### config.mk
export PLATFORM = sky130hd
export DESIGN_NAME = neo_irq_ctrl
export DESIGN_NICKNAME = d
export VERILOG_FILES = /design/src/rtl/neo_irq_ctrl.sv
export SDC_FILE = /design/constraint.sdc
export NUM_CORES = 1
export LEC_CHECK = 0
export BUFFER_PORTS_ARGS = -buffer_cell sky130_fd_sc_hd__buf_4
export CAP_MARGIN = 5
export CORE_AREA = 2 2 39 41
export CTS_BUF_LIST = sky130_fd_sc_hd__clkbuf_2
export DETAILED_ROUTE_END_ITERATION = 6
export DIE_AREA = 0 0 41 43
export PLACE_DENSITY_LB_ADDON = 0.12
export REMOVE_ABC_BUFFERS = 1
export SYNTH_ARGS = -nofsm -noshare
export SYNTH_HDL_FRONTEND = slang
export SYNTH_SLANG_ARGS = --single-unit
### constraint.sdc
create_clock -name CLK_68KCLK -period 2.3 [get_ports CLK_68KCLK]
set_clock_uncertainty 0.1 [all_clocks]
set_input_delay 0.115 -clock CLK_68KCLK [delete_from_list [all_inputs] [get_ports CLK_68KCLK]]
set_output_delay 0.115 -clock CLK_68KCLK [all_outputs]
set_load 0.02 [all_outputs]
### src/rtl/neo_irq_ctrl.sv
// neo_irq_ctrl: 68k interrupt controller (levels 1-3).
// Latches VBlank (L1), timer (L2) and cold-boot (L3) requests and drives
// active-low IPL1/IPL0 from the highest pending level. It snoops the 68k bus
// for lower-byte writes to the IRQ acknowledge register.
//
// Bus snoop handshake: an ack is accepted on a rising edge when
// nAS=0, M68K_RW=0, nLDS=0, M68K_ADDR==ACK_ADDR and the snooper is armed.
// Accepting an ack disarms the snooper. It re-arms on any edge where nAS=1,
// so each bus cycle produces at most one ack.
//
// Optional feature macro: NEO_IRQ_SYNC_EN
//   defined   : VBLANK_IRQ/TIMER_IRQ pass a 2-flop synchronizer and a
//               rising-edge detector, so one request is made per input rise.
//   undefined : the inputs are already-synchronous pulses, and each high
//               sample sets the pending bit.
module neo_irq_ctrl #(
    parameter logic [22:0] ACK_ADDR      = 23'h1E0006,
    parameter bit          COLD_BOOT_IRQ = 1'b1
) (
    input  logic        CLK_68KCLK,
    input  logic        nRESET,
    input  logic        VBLANK_IRQ,
    input  logic        TIMER_IRQ,
    input  logic [22:0] M68K_ADDR,
    input  logic [15:0] M68K_DATA,
    input  logic        nAS,
    input  logic        nLDS,
    input  logic        M68K_RW,
    output logic        IPL1,
    output logic        IPL0,
    output logic [2:0]  IRQ_PENDING
);

    localparam logic [2:0] PEND_RST = COLD_BOOT_IRQ ? 3'b100 : 3'b000;
    localparam logic [1:0] IPL_RST  = COLD_BOOT_IRQ ? 2'b00  : 2'b11;

    logic [2:0] pend_q, pend_d;
    logic [1:0] ipl_q, ipl_d;
    logic       ack_armed_q, ack_armed_d;
    logic       set_vb, set_tm;
    logic       ack_hit;
    logic [2:0] clr;

    // The ack register only decodes DATA[2:0]; the upper data bits are snooped but ignored.
    logic unused_data;
    assign unused_data = ^M68K_DATA[15:3];

`ifdef NEO_IRQ_SYNC_EN
    logic [2:0] vb_sync_q, tm_sync_q;

    // Two synchronizer flops followed by the edge-detect history flop, per input.
    always_ff @(posedge CLK_68KCLK) begin
        if (!nRESET) begin
            vb_sync_q <= 3'b000;
            tm_sync_q <= 3'b000;
        end else begin
            vb_sync_q <= {vb_sync_q[1:0], VBLANK_IRQ};
            tm_sync_q <= {tm_sync_q[1:0], TIMER_IRQ};
        end
    end

    assign set_vb = vb_sync_q[1] & ~vb_sync_q[2];
    assign set_tm = tm_sync_q[1] & ~tm_sync_q[2];
`else
    assign set_vb = VBLANK_IRQ;
    assign set_tm = TIMER_IRQ;
`endif

    // Decode an accepted ack, then build the next pending set and the matching IPL encoding.
    always_comb begin
        ack_hit = !nAS && !M68K_RW && !nLDS && (M68K_ADDR == ACK_ADDR) && ack_armed_q;
        clr     = 3'b000;
        if (ack_hit) begin
            clr = {M68K_DATA[0], M68K_DATA[1], M68K_DATA[2]};
        end
        // Set after clear, so a request that coincides with its own ack is not lost.
        pend_d = (pend_q & ~clr) | {1'b0, set_tm, set_vb};

        ack_armed_d = ack_armed_q;
        if (nAS) begin
            ack_armed_d = 1'b1;
        end else if (ack_hit) begin
            ack_armed_d = 1'b0;
        end

        if (pend_d[2]) begin
            ipl_d = 2'b00;
        end else if (pend_d[1]) begin
            ipl_d = 2'b01;
        end else if (pend_d[0]) begin
            ipl_d = 2'b10;
        end else begin
            ipl_d = 2'b11;
        end
    end

    // Pending flags, registered IPL and ack arming state.
    always_ff @(posedge CLK_68KCLK) begin
        if (!nRESET) begin
            pend_q      <= PEND_RST;
            ipl_q       <= IPL_RST;
            ack_armed_q <= 1'b1;
        end else begin
            pend_q      <= pend_d;
            ipl_q       <= ipl_d;
            ack_armed_q <= ack_armed_d;
        end
    end

    assign IRQ_PENDING = pend_q;
    assign IPL1        = ipl_q[1];
    assign IPL0        = ipl_q[0];

endmodule

Word level (Yosys, flattened, before mapping)
Cells that the tools add are included.
{"block": "totals", "ff_bits": 6, "output_inout_bits": 5, "wordCells": 22}
{"block": "classes", "n_eq_ne": 1, "mux": 3, "n_bitwise": 4, "n_reduce_logical": 10}
{"cell": "== test 23 x 21 -> 1 bit (second input constant)", "n": 1}
{"cell": "logical AND 1 bit", "n": 4}
{"cell": "OR reduction 2 bit", "n": 2}
{"cell": "bitwise AND 3 bit", "n": 1}
{"cell": "zero test 1 bit", "n": 3}
{"cell": "two-way mux 3 bit", "n": 1}
{"cell": "inverter 3 bit", "n": 1}
{"cell": "bitwise OR 3 x 2 -> 3 bit", "n": 1}
{"cell": "OR reduction 3 bit", "n": 1}
{"cell": "two-way mux 1 bit", "n": 2}
{"cell": "inverter 1 bit", "n": 1}

Depth between registers and ports, before layout
Gate-level depths: netlist of run 1.
{"block": "depth", "ltp_word": 11, "mapped_depth": 4, "mapped_depth_nobuf": 4}

Worst setup path before layout of run 1
OpenSTA, ideal clock, no wires.
{"block": "synth_path", "path_kind": "input-to-reg", "start": "input port M68K_ADDR[6]", "end": "register pend_q[0] (netlist: IRQ_PENDING[0])", "setup_time_ps": 116, "arrival_time_ps": 1114, "t_required_ps": 2084, "path_slack_ps": 970, "stages": 4, "path_buffers": 0, "path_cell_list": "nor4_2 -> nand4_2 -> o32a_1 -> and2_2"}
{"block": "synth_via", "elab_chain_cells": 7}
{"item": "from (decl)", "line_no": "24", "text": "input logic [22:0] M68K_ADDR,"}
{"item": "== test 23 x 21 -> 1 bit", "line_no": "71", "text": "ack_hit = !nAS && !M68K_RW && !nLDS && (M68K_ADDR == ACK_ADDR) && ack_armed_q;"}
{"item": "logical AND 1 bit (2 in a row)", "line_no": "71"}
{"item": "two-way mux 3 bit", "line_no": "73", "text": "if (ack_hit) begin"}
{"item": "inverter 3 bit", "line_no": "77", "text": "pend_d = (pend_q & ~clr) | {1'b0, set_tm, set_vb};"}
{"item": "bitwise AND 3 bit", "line_no": "77"}
{"item": "bitwise OR 3 x 2 -> 3 bit", "line_no": "77"}
{"item": "to (signal assigned)", "line_no": "104", "text": "pend_q <= pend_d;"}
{"item": "to (decl)", "line_no": "37", "text": "logic [2:0] pend_q, pend_d;"}
No other way between the ends.
A chain may end at the register's enable or synchronous reset.

Final worst setup path of run 1
{"block": "layout_path", "start": "input port M68K_ADDR[5]", "end": "register pend_q[0] (netlist: IRQ_PENDING[0])"}
The elaborated chain is that of the path after synthesis.

==> results of run 1 <==
metal layers:
| metal | global-route usage | vias to the layer above |
|---|---|---|
| met5 | 0 | - |
| met4 | 0.0600 | 0 |
| met3 | 0.0262 | 0 |
| met2 | 0.191 | 19 |
| met1 | 0.110 | 174 |
| li1 | - | 201 |
cells in the final DEF (no fill, tap or decap):
| cell | instances |
|---|---|
| o21ai_0 | 1 |
| o31a_2 | 1 |
| nor2_1 | 2 |
| nor3b_1 | 1 |
| clkbuf_2 | 3 |
| o32a_1 | 1 |
| and2_2 | 1 |
| a211oi_2 | 1 |
| and4bb_2 | 3 |
| nor4_4 | 1 |
| o32ai_2 | 1 |
| nor4_2 | 2 |
| buf_4 | 37 |
| dlygate4sd3_1 | 1 |
| nand4_2 | 2 |
| nand3_1 | 1 |
| inv_1 | 2 |
| nand2b_1 | 3 |
| dfxtp_1 | 6 |
| nand3b_1 | 1 |
power breakdown:
| part | switching (mW) | internal, mW | total (mW) | leakage, nW |
|---|---|---|---|---|
| Combinational | 0.0208 | 0.0471 | 0.0680 | 0.262 |
| Clock | 0.0386 | 0.0354 | 0.0740 | 0.0125 |
| Sequential | 0.00130 | 0.106 | 0.108 | 0.0491 |
sequential cells by signal, summed over array words and instances (netlist names):
name	cells
IRQ_PENDING	3
ipl_q	2
ack_armed_q	1
path summary, 6_finish.rpt:
path                 from             end  slack (ns)  depth (start not counted)
max          M68K_ADDR[5]  IRQ_PENDING[0]         1.0                          5
min                   nAS     ack_armed_q        0.02                          2
max reg2reg   ack_armed_q  IRQ_PENDING[0]        1.08                          3
min reg2reg   ack_armed_q     ack_armed_q        0.41                          2
cell families (layout without fill, tap and decap cells):
group,count (synthesis),count (layout)
AND/OR/NAND/NOR,17,17
flip-flops,6,6
buffers and inverters,2,43
AO/OA/AOI/OAI,5,5
cell type report:
| class | count | area [um2] |
|---|---|---|
| flip-flops and latches | 6 | 120 |
| inverters | 2 | 7.51 |
| clock buffers | 3 | 15.0 |
| repair buffers | 38 | 288 |
| well taps | 16 | 20.0 |
| fillers | 141 | 717 |
| multi-input cells | 22 | 216 |
worst max-delay path, stage by stage:
cell and delay (ns):
buf_4 0.11, nor4_2 0.30, nand4_2 0.20, o32a_1 0.41, and2_2 0.19
repair_timing:
item | CTS | global route
buffers inserted | 0 | 0
endpoints found under the hold margin | 1 | 0
hold buffers | 1 | 0
metrics by stage:
stage | instance area, um2 | hold slack (ns) | worst slack, ns | instances | utilization
2_1_floorplan | 344 | 0.0881 | 0.970 | 30 | -
3_3_place_gp | 642 | 0.219 | 0.740 | 83 | 0.464
3_5_place_dp | 642 | 0.221 | 0.738 | 83 | 0.464
4_1_cts | 667 | 0.00264 | 0.992 | 87 | 0.482
5_1_grt | 667 | 0.0234 | 0.946 | 87 | 0.482
6_report | 667 | 0.0178 | 1.00 | 87 | 0.482
==> flow_summary.json, run 1 <==
{
  "wl_met2_um": 486,
  "final_hpwl_from_detailed_placement_um": 782,
  "clk_slew_on_worst_s_h_paths_ns": 0.07,
  "postSynth.topFlopCell": "dfxtp_1",
  "cp_data_arrival_time_ns": 1.32,
  "design.portCount": 51,
  "power.density_cell_area_mw_per_mm2": 374,
  "route.detailed.wl_per_inst_um": 10.8,
  "insertedDiodeCount": 0,
  "leakage_nw": 0.324,
  "track_usage": 0.110,
  "dr_total_vias": 394,
  "cts_made_buffers": 3,
  "avgViaCountPerCell": 4.53,
  "run_status": "complete, no violations",
  "hp_class": "in2reg",
  "power.total_mw": 0.250,
  "tritoncts": "built",
  "postSynthCellCount": 30,
  "postRouteAntennaNets": 0,
  "met3WireLength_um": 115,
  "synth_compound_gate_area_share": 0.156,
  "yosys.cell_count.top_type": "dfxtp_1",
  "flow.area_growth_from_synthesis_pct": 93.8,
  "tightest_slew_ns": 0.299,
  "drt-met1-wl_um": 337,
  "synth_fa_ha_area_frac": 0,
  "synth_enable_flop_cells": 0,
  "grt_max_degree": 5,
  "main_combinational_cell_family_by_area_after_synthesis": "simple AND/OR/NAND/NOR gates",
  "hold_violations": 0,
  "netlist_top_cells_count": "6 x dfxtp_1, 3 x and4bb_2, 3 x nand2b_1",
  "placeable_core_region_mm2": 0.00138,
  "cts.path.max_buffers": 2,
  "floorplan.initialDensity": 0.249,
  "finalSetupViolCount": 0,
  "drc_errors": 0,
  "async_reset_ff_frac": 0,
  "clk-insertion-delay-late_ns": 0.22,
  "synth.largest_area_cell": "dfxtp_1",
  "top_layer": "met3",
  "layout_min_cycle_time_ns": 1.30,
  "drv.max_cap_violation_count": 0,
  "drive_above_1_share": 0.732,
  "grt_pass1_vias": 380,
  "dr.first_iter.drc_count": 0,
  "synth_seq_cells": 6,
  "setup_repair_after_global_routing_missed_its_margin": "false",
  "root_buffer": "clkbuf_2",
  "capturing_element_type_of_the_critical_path": "flop",
  "finish.net_count": 119,
  "maxSlewViolCount": 0,
  "global_placer_s_final_weighted_congestion": 0.582,
  "number_of_distinct_library_cells_after_synthesis": 17,
  "netlist_top_cells_area": "dfxtp_1 35%, and4bb_2 11%, nand4_2 7.3%",
  "cts_max_level": 1,
  "grt_overflow": 0,
  "avg_cell_area_syn_um2": 11.5,
  "yosysSeqAreaShare": 0.349,
  "synth_top_area_share": 0.349,
  "antenna_found_initial": 0,
  "cts-resized-gates": 0,
  "firstDrtPassIters": 1,
  "cts_sinks": 6,
  "tns_ns": 0,
  "syn-cell-area_um2": 344,
  "startpoint_class_of_the_critical_path": "primary input",
  "post_synth_mux_area_share": 0,
  "worst_ir_drop_vdd_v": 0.000197,
  "worst_slew_margin_rel": 0.801,
  "drt-total-wl_um": 938,
  "clock.fmax_mhz": 769,
  "chipWidth_um": 41,
  "min_period_over_period": 0.565,
  "crit_type": "in2reg",
  "grt_first_pass_wirelength_um": 1350,
  "floorplan.die.height_um": 43,
  "numPortBuffers": 37,
  "yosys.area_share.simple": 0.473,
  "worstPathMaxFanout": 4,
  "timing.critical_path.required_ns": 2.32,
  "die_area_mm2": 0.00176,
  "synth-xor-area-share": 0,
  "ys_warn_count": 0,
  "core.rowCount": 14
}
No activity file was read; power rests on OpenSTA's default activity.
==> inputs of run 2 (changes only) <==
- CORE_AREA: 2 2 39 41 -> not set
- CORE_UTILIZATION: not set -> 26
- DIE_AREA: 0 0 41 43 -> not set
- clock period: 2.3 -> 1.1 ns (I/O delays scaled with it)
==> run 2 against run 1 <==
Effect of this change: the flow now finishes with violations (negative setup slack); via count grew 5.3%; first-iteration DRC count is the same; sequential share of layout area shrank 1.8 points; critical endpoint is now IRQ_PENDING[2]; register-to-register slack lost 1.1 ns; non-clock buffer count grew 2; cell area grew 12%; highest routed layer unchanged; worst setup slack lost 1.1 ns; sequential cell count is the same; total power grew 120%.
==> flow_summary.json, run 2 (synthesized netlist as in run 1, its figures left out) <==
{
  "run_status": "finished with violations",
  "violations": "negative setup slack",
  "drive_above_1_share": 0.767,
  "drv.max_cap_violation_count": 0,
  "capturing_element_type_of_the_critical_path": "flop",
  "route.detailed.wl_per_inst_um": 11.5,
  "largest_register_ff_count": 3,
  "floorplan.die.height_um": 38.4,
  "floorplan.initialDensity": 0.294,
  "drc_errors": 0,
  "register_area_um2": 121,
  "power.total_mw": 0.543,
  "drt-total-wl_um": 1000,
  "power.density_cell_area_mw_per_mm2": 726,
  "worst_slew_margin_rel": 0.811,
  "worst-r2r-cell-count": 3,
  "hold_violations": 0,
  "final_hpwl_from_detailed_placement_um": 804,
  "layout_min_cycle_time_ns": 1.16,
  "postRouteAntennaNets": 0,
  "die_area_mm2": 0.00147,
  "cts.path.max_buffers": 2,
  "cts_max_level": 1,
  "timing.final.ws_setup_ns": -0.0634,
  "chipWidth_um": 38.4,
  "multiInputGateArea_um2": 269,
  "finish.net_count": 121,
  "cts_sinks": 6,
  "cts_made_buffers": 3,
  "core.rowCount": 12,
  "global_placer_s_final_weighted_congestion": 0.645,
  "setup_repair_after_global_routing_missed_its_margin": "true",
  "placement.cell_area_um2": 654,
  "avgViaCountPerCell": 4.77,
  "grt_first_pass_wirelength_um": 1480,
  "numPortBuffers": 37,
  "track_usage": 0.147,
  "clk-insertion-delay-late_ns": 0.21,
  "worstPathMaxFanout": 3,
  "clk_slew_on_worst_s_h_paths_ns": 0.06,
  "startpoint_class_of_the_critical_path": "primary input",
  "grt_pass1_vias": 405,
  "tritoncts": "built",
  "min_period_over_period": 1.06,
  "flow.area_growth_from_synthesis_pct": 117,
  "dr_total_vias": 415,
  "timing.critical_path.required_ns": 1.10,
  "tightest_slew_ns": 0.282,
  "clock.fmax_mhz": 860,
  "maxSlewViolCount": 0,
  "grt_max_degree": 5,
  "placeable_core_region_mm2": 0.00117,
  "postLayoutCellArea_um2": 748,
  "finalSetupViolCount": 4,
  "hp_class": "in2reg",
  "num-fill-cells": 111,
  "root_buffer": "clkbuf_2",
  "grt_overflow": 0,
  "insertedDiodeCount": 0,
  "min_path_cells": 3,
  "firstDrtPassIters": 1,
  "worst_ir_drop_vdd_v": 0.000496,
  "mostFrequentLayoutCell": "buf_4",
  "design.portCount": 51,
  "crit_type": "in2reg",
  "antenna_found_initial": 0,
  "cp_data_arrival_time_ns": 1.17,
  "leakage_nw": 0.325,
  "final_cell_mix": "36 x buf_4, 5 x dfxtp_1",
  "dr.first_iter.drc_count": 0
}
-- run 2: cell types whose count changed in the layout (fill, tap and decap cells not counted), moves of 2 or more --
cell	before	now
nand4_2	2	0
nor4_4	1	3
nor4_2	2	0
buf_6	0	2
nand4_4	0	2
-- run 2: stage by stage --
step | setup slack (ns) | instances | util | hold WS [ns] | setup TNS (ns)
floorplan | -0.170 | 30 | - | 0.0281 | -0.504
global placement | -0.338 | 83 | 0.559 | 0.156 | -1.63
detailed placement | -0.353 | 83 | 0.559 | 0.166 | -1.68
CTS | -0.0562 | 87 | 0.631 | 0.0197 | -0.197
global route | -0.102 | 87 | 0.639 | 0.0270 | -0.367
finish | -0.0634 | 87 | 0.639 | 0.0265 | -0.201
-- run 2: power breakdown --
group	switching [mW]	internal (mW)	leakage (nW)	total, mW
Clock	0.0759	0.0739	0.0125	0.150
Sequential	0.00402	0.223	0.0486	0.227
Combinational	0.0547	0.112	0.264	0.167
Total	0.135	0.408	0.325	0.543
-- run 2: repair_timing --
| item | 4_1_cts | 5_1_grt |
|---|---|---|
| hold buffers | 1 | 0 |
| endpoints found under the setup margin | 4 | 5 |
| cloned | 0 | 0 |
| buffers inserted | 0 | 0 |
| pin swaps | 6 | 3 |
| resized for setup | 10 | 3 |
| endpoints found under the hold margin | 3 | 0 |
-- run 2: routing by layer --
layer | GRT usage | share of wire
met1 | 0.158 | 0.34
met2 | 0.275 | 0.57
met3 | 0.0174 | 0.096
met4 | 0.0776 | 0
met5 | 0 | 0
-- run 2: worst max-delay path, stage by stage --
cell      delay [ns]
buf_4           0.12
nor4_4          0.33
nand4_4         0.16
o31a_2          0.34
nand2b_1        0.15
-- run 2: path summary, 6_finish.rpt --
check,start,endpoint,slack (ns)
max,M68K_ADDR[21],IRQ_PENDING[2],-0.06
min,TIMER_IRQ,IRQ_PENDING[1],0.03
max reg2reg,ack_armed_q,IRQ_PENDING[2],-0.05
min reg2reg,ack_armed_q,ack_armed_q,0.42
-- run 2: layout make-up --
type,instances,area share
clock buffer,3,0.0201
inverter,2,0.0100
tap,14,0.0234
multi-input combinational,22,0.360
timing repair buffer,40,0.425
sequential,6,0.162
